File: src/rtl/fta_req_arbiter_if.sv
// Bundle of the requester, downstream command and response signals of the FTA request arbiter.
// The master modport is the arbiter's view. The slave modport is the view of the requesters and the downstream port.
interface fta_req_arbiter_if #(
  parameter int CHANNELS = 8,
  parameter int AW       = 32,
  parameter int DW       = 128,
  parameter int TIDW     = 8
);
  localparam int CW = $clog2(CHANNELS);

  logic [CHANNELS-1:0]      req_cyc;
  logic [CHANNELS-1:0]      req_we;
  logic [CHANNELS*AW-1:0]   req_adr;
  logic [CHANNELS*DW-1:0]   req_dat;
  logic [CHANNELS*TIDW-1:0] req_tid;
  logic [CHANNELS-1:0]      req_ack;

  logic                     m_cyc;
  logic                     m_we;
  logic [AW-1:0]            m_adr;
  logic [DW-1:0]            m_dat;
  logic [TIDW-1:0]          m_tid;
  logic [CW-1:0]            m_cid;
  logic                     m_stall;

  logic                     s_ack;
  logic [CW-1:0]            s_cid;
  logic                     s_err;
  logic [TIDW-1:0]          s_tid;
  logic [DW-1:0]            s_dat;

  logic [CHANNELS-1:0]      resp_ack;
  logic                     resp_err;
  logic [TIDW-1:0]          resp_tid;
  logic [DW-1:0]            resp_dat;
  logic                     orphan;

  modport master (
    input  req_cyc, req_we, req_adr, req_dat, req_tid,
    output req_ack,
    output m_cyc, m_we, m_adr, m_dat, m_tid, m_cid,
    input  m_stall,
    input  s_ack, s_cid, s_err, s_tid, s_dat,
    output resp_ack, resp_err, resp_tid, resp_dat, orphan
  );

  modport slave (
    output req_cyc, req_we, req_adr, req_dat, req_tid,
    input  req_ack,
    input  m_cyc, m_we, m_adr, m_dat, m_tid, m_cid,
    output m_stall,
    output s_ack, s_cid, s_err, s_tid, s_dat,
    input  resp_ack, resp_err, resp_tid, resp_dat, orphan
  );
endinterface

File: src/rtl/fta_req_arbiter.sv
// Round-robin arbiter: shares one FTA master port among CHANNELS requesters, tags commands with cid,
// caps outstanding commands per channel and routes registered responses back by cid.
module fta_req_arbiter #(
  parameter int CHANNELS = 8,
  parameter int AW       = 32,
  parameter int DW       = 128,
  parameter int TIDW     = 8,
  parameter int MAXOUT   = 4
) (
  input  logic            clk,
  input  logic            rst,
  fta_req_arbiter_if.master bus
);
  localparam int CW  = $clog2(CHANNELS);
  localparam int OCW = $clog2(MAXOUT + 1);
  localparam logic [OCW-1:0]      MAX_CNT  = OCW'(MAXOUT);
  localparam logic [CHANNELS-1:0] ONE_HOT0 = CHANNELS'(1);

  typedef enum logic {S_IDLE, S_ISSUE} state_e;

  state_e                state_q, state_d;
  logic [CW-1:0]         last_q, last_d;
  logic [OCW-1:0]        outst_q [CHANNELS];
  logic [OCW-1:0]        outst_d [CHANNELS];

  logic                  m_cyc_q, m_cyc_d;
  logic                  m_we_q, m_we_d;
  logic [AW-1:0]         m_adr_q, m_adr_d;
  logic [DW-1:0]         m_dat_q, m_dat_d;
  logic [TIDW-1:0]       m_tid_q, m_tid_d;
  logic [CW-1:0]         m_cid_q, m_cid_d;
  logic [CHANNELS-1:0]   req_ack_q, req_ack_d;

  logic [CHANNELS-1:0]   resp_ack_q, resp_ack_d;
  logic                  resp_err_q, resp_err_d;
  logic [TIDW-1:0]       resp_tid_q, resp_tid_d;
  logic [DW-1:0]         resp_dat_q, resp_dat_d;
  logic                  orphan_q, orphan_d;

  logic                  accept;
  logic [CHANNELS-1:0]   elig;
  logic                  grant_valid;
  logic [CW-1:0]         grant_idx;
  logic [CW-1:0]         rr_idx;
  logic                  load;

  assign accept = (state_q == S_ISSUE) && !bus.m_stall;

  // The channel being accepted this edge is masked, so it is never re-granted while its req_ack is high.
  always_comb begin
    elig = bus.req_cyc;
    for (int n = 0; n < CHANNELS; n++) begin
      if (outst_q[n] >= MAX_CNT) elig[n] = 1'b0;
    end
    if (accept) elig[m_cid_q] = 1'b0;
  end

  always_comb begin
    grant_valid = 1'b0;
    grant_idx   = '0;
    rr_idx      = '0;
    for (int i = 1; i <= CHANNELS; i++) begin
      rr_idx = last_q + CW'(i);
      if (!grant_valid && elig[rr_idx]) begin
        grant_valid = 1'b1;
        grant_idx   = rr_idx;
      end
    end
  end

  // NOTE: every *_d gets its default before the case so no path leaves a variable unassigned (no latches).
  always_comb begin
    state_d   = state_q;
    last_d    = last_q;
    m_cyc_d   = m_cyc_q;
    m_we_d    = m_we_q;
    m_adr_d   = m_adr_q;
    m_dat_d   = m_dat_q;
    m_tid_d   = m_tid_q;
    m_cid_d   = m_cid_q;
    req_ack_d = '0;
    load      = 1'b0;

    unique case (state_q)
      S_IDLE: begin
        if (grant_valid) begin
          load    = 1'b1;
          state_d = S_ISSUE;
        end
      end
      S_ISSUE: begin
        if (accept) begin
          if (grant_valid) begin
            load = 1'b1;
          end else begin
            m_cyc_d = 1'b0;
            state_d = S_IDLE;
          end
        end
      end
      default: state_d = S_IDLE;
    endcase

    if (load) begin
      m_cyc_d   = 1'b1;
      m_we_d    = bus.req_we[grant_idx];
      m_adr_d   = bus.req_adr[int'(grant_idx)*AW +: AW];
      m_dat_d   = bus.req_dat[int'(grant_idx)*DW +: DW];
      m_tid_d   = bus.req_tid[int'(grant_idx)*TIDW +: TIDW];
      m_cid_d   = grant_idx;
      last_d    = grant_idx;
      req_ack_d = ONE_HOT0 << grant_idx;
    end
  end

  // An acceptance and a response on the same channel in one edge cancel out.
  always_comb begin
    for (int n = 0; n < CHANNELS; n++) begin
      outst_d[n] = outst_q[n];
      if (accept && (m_cid_q == CW'(n))) begin
        if (!(bus.s_ack && (bus.s_cid == CW'(n)))) outst_d[n] = outst_q[n] + OCW'(1);
      end else if (bus.s_ack && (bus.s_cid == CW'(n)) && (outst_q[n] != '0)) begin
        outst_d[n] = outst_q[n] - OCW'(1);
      end
    end
  end

  always_comb begin
    resp_ack_d = bus.s_ack ? (ONE_HOT0 << bus.s_cid) : '0;
    resp_err_d = bus.s_ack & bus.s_err;
    resp_tid_d = bus.s_ack ? bus.s_tid : '0;
    resp_dat_d = bus.s_ack ? bus.s_dat : '0;
    orphan_d   = bus.s_ack && (outst_q[bus.s_cid] == '0);
  end

  // NOTE: the outstanding counters are control state and must be reset; the loop resets every entry.
  always_ff @(posedge clk or posedge rst) begin
    if (rst) begin
      state_q    <= S_IDLE;
      last_q     <= CW'(CHANNELS - 1);
      for (int n = 0; n < CHANNELS; n++) outst_q[n] <= '0;
      m_cyc_q    <= 1'b0;
      m_we_q     <= 1'b0;
      m_adr_q    <= '0;
      m_dat_q    <= '0;
      m_tid_q    <= '0;
      m_cid_q    <= '0;
      req_ack_q  <= '0;
      resp_ack_q <= '0;
      resp_err_q <= 1'b0;
      resp_tid_q <= '0;
      resp_dat_q <= '0;
      orphan_q   <= 1'b0;
    end else begin
      state_q    <= state_d;
      last_q     <= last_d;
      for (int n = 0; n < CHANNELS; n++) outst_q[n] <= outst_d[n];
      m_cyc_q    <= m_cyc_d;
      m_we_q     <= m_we_d;
      m_adr_q    <= m_adr_d;
      m_dat_q    <= m_dat_d;
      m_tid_q    <= m_tid_d;
      m_cid_q    <= m_cid_d;
      req_ack_q  <= req_ack_d;
      resp_ack_q <= resp_ack_d;
      resp_err_q <= resp_err_d;
      resp_tid_q <= resp_tid_d;
      resp_dat_q <= resp_dat_d;
      orphan_q   <= orphan_d;
    end
  end

  assign bus.req_ack  = req_ack_q;
  assign bus.m_cyc    = m_cyc_q;
  assign bus.m_we     = m_we_q;
  assign bus.m_adr    = m_adr_q;
  assign bus.m_dat    = m_dat_q;
  assign bus.m_tid    = m_tid_q;
  assign bus.m_cid    = m_cid_q;
  assign bus.resp_ack = resp_ack_q;
  assign bus.resp_err = resp_err_q;
  assign bus.resp_tid = resp_tid_q;
  assign bus.resp_dat = resp_dat_q;
  assign bus.orphan   = orphan_q;
endmodule

File: src/flat_wrapper.sv
// flat-port wrapper written by rule: the top's interface ports become plain ports
module fta_req_arbiter_flat 
#(
  parameter int CHANNELS = 8,
  parameter int AW       = 32,
  parameter int DW       = 128,
  parameter int TIDW     = 8,
  parameter int MAXOUT   = 4
)
  (clk, rst, bus_req_cyc, bus_req_we, bus_req_adr, bus_req_dat, bus_req_tid, bus_req_ack, bus_m_cyc, bus_m_we, bus_m_adr, bus_m_dat, bus_m_tid, bus_m_cid, bus_m_stall, bus_s_ack, bus_s_cid, bus_s_err, bus_s_tid, bus_s_dat, bus_resp_ack, bus_resp_err, bus_resp_tid, bus_resp_dat, bus_orphan);
  fta_req_arbiter_if #(.CHANNELS(CHANNELS), .AW(AW), .DW(DW), .TIDW(TIDW)) bus_i ();
  input  logic clk;
  input  logic rst;
  input wire logic [$bits(bus_i.req_cyc)-1:0] bus_req_cyc;
  input wire logic [$bits(bus_i.req_we)-1:0] bus_req_we;
  input wire logic [$bits(bus_i.req_adr)-1:0] bus_req_adr;
  input wire logic [$bits(bus_i.req_dat)-1:0] bus_req_dat;
  input wire logic [$bits(bus_i.req_tid)-1:0] bus_req_tid;
  output wire logic [$bits(bus_i.req_ack)-1:0] bus_req_ack;
  output wire logic [$bits(bus_i.m_cyc)-1:0] bus_m_cyc;
  output wire logic [$bits(bus_i.m_we)-1:0] bus_m_we;
  output wire logic [$bits(bus_i.m_adr)-1:0] bus_m_adr;
  output wire logic [$bits(bus_i.m_dat)-1:0] bus_m_dat;
  output wire logic [$bits(bus_i.m_tid)-1:0] bus_m_tid;
  output wire logic [$bits(bus_i.m_cid)-1:0] bus_m_cid;
  input wire logic [$bits(bus_i.m_stall)-1:0] bus_m_stall;
  input wire logic [$bits(bus_i.s_ack)-1:0] bus_s_ack;
  input wire logic [$bits(bus_i.s_cid)-1:0] bus_s_cid;
  input wire logic [$bits(bus_i.s_err)-1:0] bus_s_err;
  input wire logic [$bits(bus_i.s_tid)-1:0] bus_s_tid;
  input wire logic [$bits(bus_i.s_dat)-1:0] bus_s_dat;
  output wire logic [$bits(bus_i.resp_ack)-1:0] bus_resp_ack;
  output wire logic [$bits(bus_i.resp_err)-1:0] bus_resp_err;
  output wire logic [$bits(bus_i.resp_tid)-1:0] bus_resp_tid;
  output wire logic [$bits(bus_i.resp_dat)-1:0] bus_resp_dat;
  output wire logic [$bits(bus_i.orphan)-1:0] bus_orphan;
  assign bus_i.req_cyc = bus_req_cyc;
  assign bus_i.req_we = bus_req_we;
  assign bus_i.req_adr = bus_req_adr;
  assign bus_i.req_dat = bus_req_dat;
  assign bus_i.req_tid = bus_req_tid;
  assign bus_req_ack = bus_i.req_ack;
  assign bus_m_cyc = bus_i.m_cyc;
  assign bus_m_we = bus_i.m_we;
  assign bus_m_adr = bus_i.m_adr;
  assign bus_m_dat = bus_i.m_dat;
  assign bus_m_tid = bus_i.m_tid;
  assign bus_m_cid = bus_i.m_cid;
  assign bus_i.m_stall = bus_m_stall;
  assign bus_i.s_ack = bus_s_ack;
  assign bus_i.s_cid = bus_s_cid;
  assign bus_i.s_err = bus_s_err;
  assign bus_i.s_tid = bus_s_tid;
  assign bus_i.s_dat = bus_s_dat;
  assign bus_resp_ack = bus_i.resp_ack;
  assign bus_resp_err = bus_i.resp_err;
  assign bus_resp_tid = bus_i.resp_tid;
  assign bus_resp_dat = bus_i.resp_dat;
  assign bus_orphan = bus_i.orphan;
  fta_req_arbiter #(.CHANNELS(CHANNELS), .AW(AW), .DW(DW), .TIDW(TIDW), .MAXOUT(MAXOUT)) u_core (.clk(clk), .rst(rst), .bus(bus_i));
endmodule
File: config.mk
export PLATFORM = sky130hd
export DESIGN_NAME = fta_req_arbiter_flat
export DESIGN_NICKNAME = d
export VERILOG_FILES = /design/src/rtl/fta_req_arbiter_if.sv /design/src/rtl/fta_req_arbiter.sv /design/src/flat_wrapper.sv
export SDC_FILE = /design/constraint.sdc
export NUM_CORES = 1
export LEC_CHECK = 0
export ABC_AREA = 1
export CAP_MARGIN = 40
export CORE_AREA = 4 4 708 710
export CTS_CLUSTER_DIAMETER = 50
export CTS_CLUSTER_SIZE = 24
export DETAILED_ROUTE_END_ITERATION = 6
export DIE_AREA = 0 0 712 714
export MAX_ROUTING_LAYER = met4
export SLEW_MARGIN = 20
export SYNTH_ARGS = -nofsm -noshare
export SYNTH_HDL_FRONTEND = slang
export SYNTH_SLANG_ARGS = --single-unit
File: constraint.sdc
create_clock -name clk -period 38.7 [get_ports clk]
set_clock_uncertainty 0.15 [all_clocks]
set_input_delay 7.74 -clock clk [delete_from_list [all_inputs] [get_ports clk]]
set_output_delay 7.74 -clock clk [all_outputs]
set_load 0.01 [all_outputs]
==> results.yml <==
sta:
  relSlewSlack_pct: 27.0
  hold_viol: 0
  rsz0062_at_grt: "false"
  period_share_pct: 35.5
  fin_crit_ps: 13740
  setup_tns_ps: 0
  setup_violations: 0
  fmaxAchievable_mhz: 72.8
  tightestPinTransition_ps: 1090
  final-max-slew-violation-count: 0
synthesis:
  synth_fp_nets: 6586
  synthDistinctLibCells: 40
  synthFlopType: "dfrtp_1"
  yosysMostFrequentCell: "nand2_1"
  synth_edf_count: 0
  async_reset_ff_share_pct: 100
  synth_top_area_share_pct: 40.3
  netlist.top_cell.by_area: "nand2_1"
  synth_seq_cells: 355
  seq_area_frac_synth_pct: 30.9
  synth_common_cells: "nand2_1 (3,091), nand3_1 (894), dfrtp_1 (352), inv_1 (182), buf_2 (178)"
  avgSynthCellArea_um2: 5.68
  syn_inst: 5072
  syn_area_um2: 28800
  ys.warnings.count: 0
  ys_top_cells_by_area: "nand2_1 (40%), dfrtp_1 (31%), nand3_1 (16%)"
detailed_routing:
  vias_per_cell: 3.12
  drt-total-wl_mm: 382
  num_vias: 41936
  drt_first_pass_iters: 6
  routedWlPerCell_um: 28.4
  first_iter_violations: 3102
  drtAntennaViolNets: 0
  drc_errors: 0
critical_path:
  rr_startpoint: "u_core.last_q[0]$_DFFE_PP1P_"
  reg2reg_depth: 21
  critPathLaunchType: "input port"
  crit_required_ps: 39230
  critical_path.endpoint: "u_core.bus.m_adr[24]$_DFFE_PP0P_"
  r2r_setup_slack_ps: 31130
  max_stage_delay_ps: 760
  crit_chain: "clkdlybuf4s50_1 > nor2_8 > nand2_1 > nand3_1 > nand3_1 > nand3b_1 > nand2_1 > inv_2 > nand4_4 > nor2_4 > nand4_1 > nand3_4 > buf_12 > buf_4 > buf_4 > buf_4 > nand2_1 > nand2_1 > nand2_1 > nand2_1 > nand2_1 > nand3_1"
  path_class: "input port to register"
  critPathMaxFanout: 119
  r2r-end: "u_core.bus.m_adr[24]$_DFFE_PP0P_"
  startpoint: "bus_m_stall"
  critical-path-slowest-cell: "buf_4"
  crit_arrival_ps: 14270
  path_common_cell: "nand2_1"
  worstSetupEndpointType: "register"
clock_network:
  cts_tree: "done"
  htree_num_levels: 3
  cts-resized-gates: 0
  numCtsBuffers: 94
  cts_root_buf: "clkbuf_16"
  cts_setup_buffers: 0
  clk_path_buf_depth: 4
  clock_latency_ps: 870
  clkTransAtPathRegs_ps: 40
  cts.sinks: 355
  ctsHoldBuffers: 0
global_route:
  antenna_found_initial: 361
  track_usage_pct: 14.8
  grt_max_degree: 162
  grt_overflow_total: 0
  grt_pass1_vias: 40644
  grt_pass1_wl_mm: 469
layout:
  area_growth_pct: 103
  fin_nets: 8221
  drive_gt1_share_pct: 4.34
  num-fill-cells: 57888
  seq_area_um2: 8890
  multi_input_area_um2: 17300
floorplanning:
  die_area_um2: 508000
  num_rows: 259
  die_h_um: 714
  core-area_um2: 496000
  die_x_um: 712
  start_util_pct: 5.81
  io_pins: 1831
placement:
  gp_congestion: 0.937
  dp_hpwl_mm: 337
  port_buffers: 1830
status:
  status: "finished, final reports clean"
flow_run:
  maxCapViolations: 0
worst_hold_path:
  hold_path.class: "register to register"
stage by stage:
step                cell area [um^2]  util (%)  setup WS, ps  cells  hold slack, ps
global route                   58400      11.8         24500  13433             362
global placement               53900      10.9         24040  13107             328
CTS                            57900      11.7         24890  13300             347
floorplan                      28800         -         20970   5072             314
detailed placement             54500      11.0         24040  13131             332
finish                         58400      11.8         24960  13445             345
state kept, by name, indices dropped and copies added, names as in the netlist:
name                 cells
u_core.last_q            3
u_core.bus.resp_dat    128
u_core.bus.m_we          1
u_core.bus.m_cid         3
u_core.bus.m_tid         8
u_core.bus.req_ack       8
u_core.outst_q          24
u_core.bus.m_dat       128
u_core.bus.resp_ack      8
u_core.bus.m_cyc         1
u_core.bus.orphan        1
u_core.state_q           1
u_core.bus.resp_tid      8
u_core.bus.resp_err      1
u_core.bus.m_adr        32
layout make-up:
class / instances / area share (%)
inverters: 192 / 1.26
flip-flops and latches: 355 / 15.2
repair buffers: 1910 / 33.3
clock inverters: 57 / 1.49
multi-input cells: 4154 / 29.7
diodes: 140 / 0.600
well taps: 6525 / 14.0
clock buffers: 112 / 4.42
worst min-delay path by stage:
stage / startpoint / to / slack (ps) / cells after the start
CTS: u_core.bus.m_dat[29]$_DFFE_PP0P_ / u_core.bus.m_dat[29]$_DFFE_PP0P_ / 350 / 2
detailed placement: u_core.bus.m_dat[127]$_DFFE_PP0P_ / u_core.bus.m_dat[127]$_DFFE_PP0P_ / 330 / 2
floorplan: u_core.outst_q[8]$_DFFE_PP0P_ / u_core.outst_q[8]$_DFFE_PP0P_ / 310 / 1
global placement: u_core.bus.m_adr[31]$_DFFE_PP0P_ / u_core.bus.m_adr[31]$_DFFE_PP0P_ / 330 / 2
finish: u_core.bus.m_dat[71]$_DFFE_PP0P_ / u_core.bus.m_dat[71]$_DFFE_PP0P_ / 350 / 2
global route: u_core.bus.m_dat[59]$_DFFE_PP0P_ / u_core.bus.m_dat[59]$_DFFE_PP0P_ / 360 / 2
cell usage in the layout, fill, tap and decap left out, types with 16 or more instances in the layout:
master,Yosys,routed
clkbuf_16,0,96
nor2_1,58,58
clkdlybuf4s50_1,0,1829
nand3_1,894,893
nand2_1,3091,3091
buf_4,35,44
inv_1,182,181
diode_2,0,140
bufinv_16,0,16
buf_16,0,16
dfrtp_1,352,352
layer usage:
metal	GRT usage, %	vias up	share of wire (%)
met1	16.1	19883	39
met4	3.57	0	3.1
li1	-	19234	-
met5	-	-	0
met2	26.2	2238	51
met3	4.52	581	7.5
logic make-up after synthesis:
| kind of cell | Yosys count | share of synthesized area [%] |
|---|---|---|
| adder cells (fa/ha/maj) | 10 | 0.643 |
| AND/OR/NAND/NOR | 4080 | 57.7 |
| AO/OA/AOI/OAI | 39 | 0.886 |
| flip-flops | 355 | 30.9 |
| multiplexers | 3 | 0.117 |
| XOR/XNOR | 22 | 0.669 |
| buffers and inverters | 563 | 9.12 |
worst max-delay path: cells and delay by family:
kind / cells / cell delay [ps]
and+or+nand+nor: 16 / 2850
buffers and inverters: 6 / 3310
Power is not shown: default switching activity piles up to over one toggle a cycle in this logic, so the estimate is an artifact.
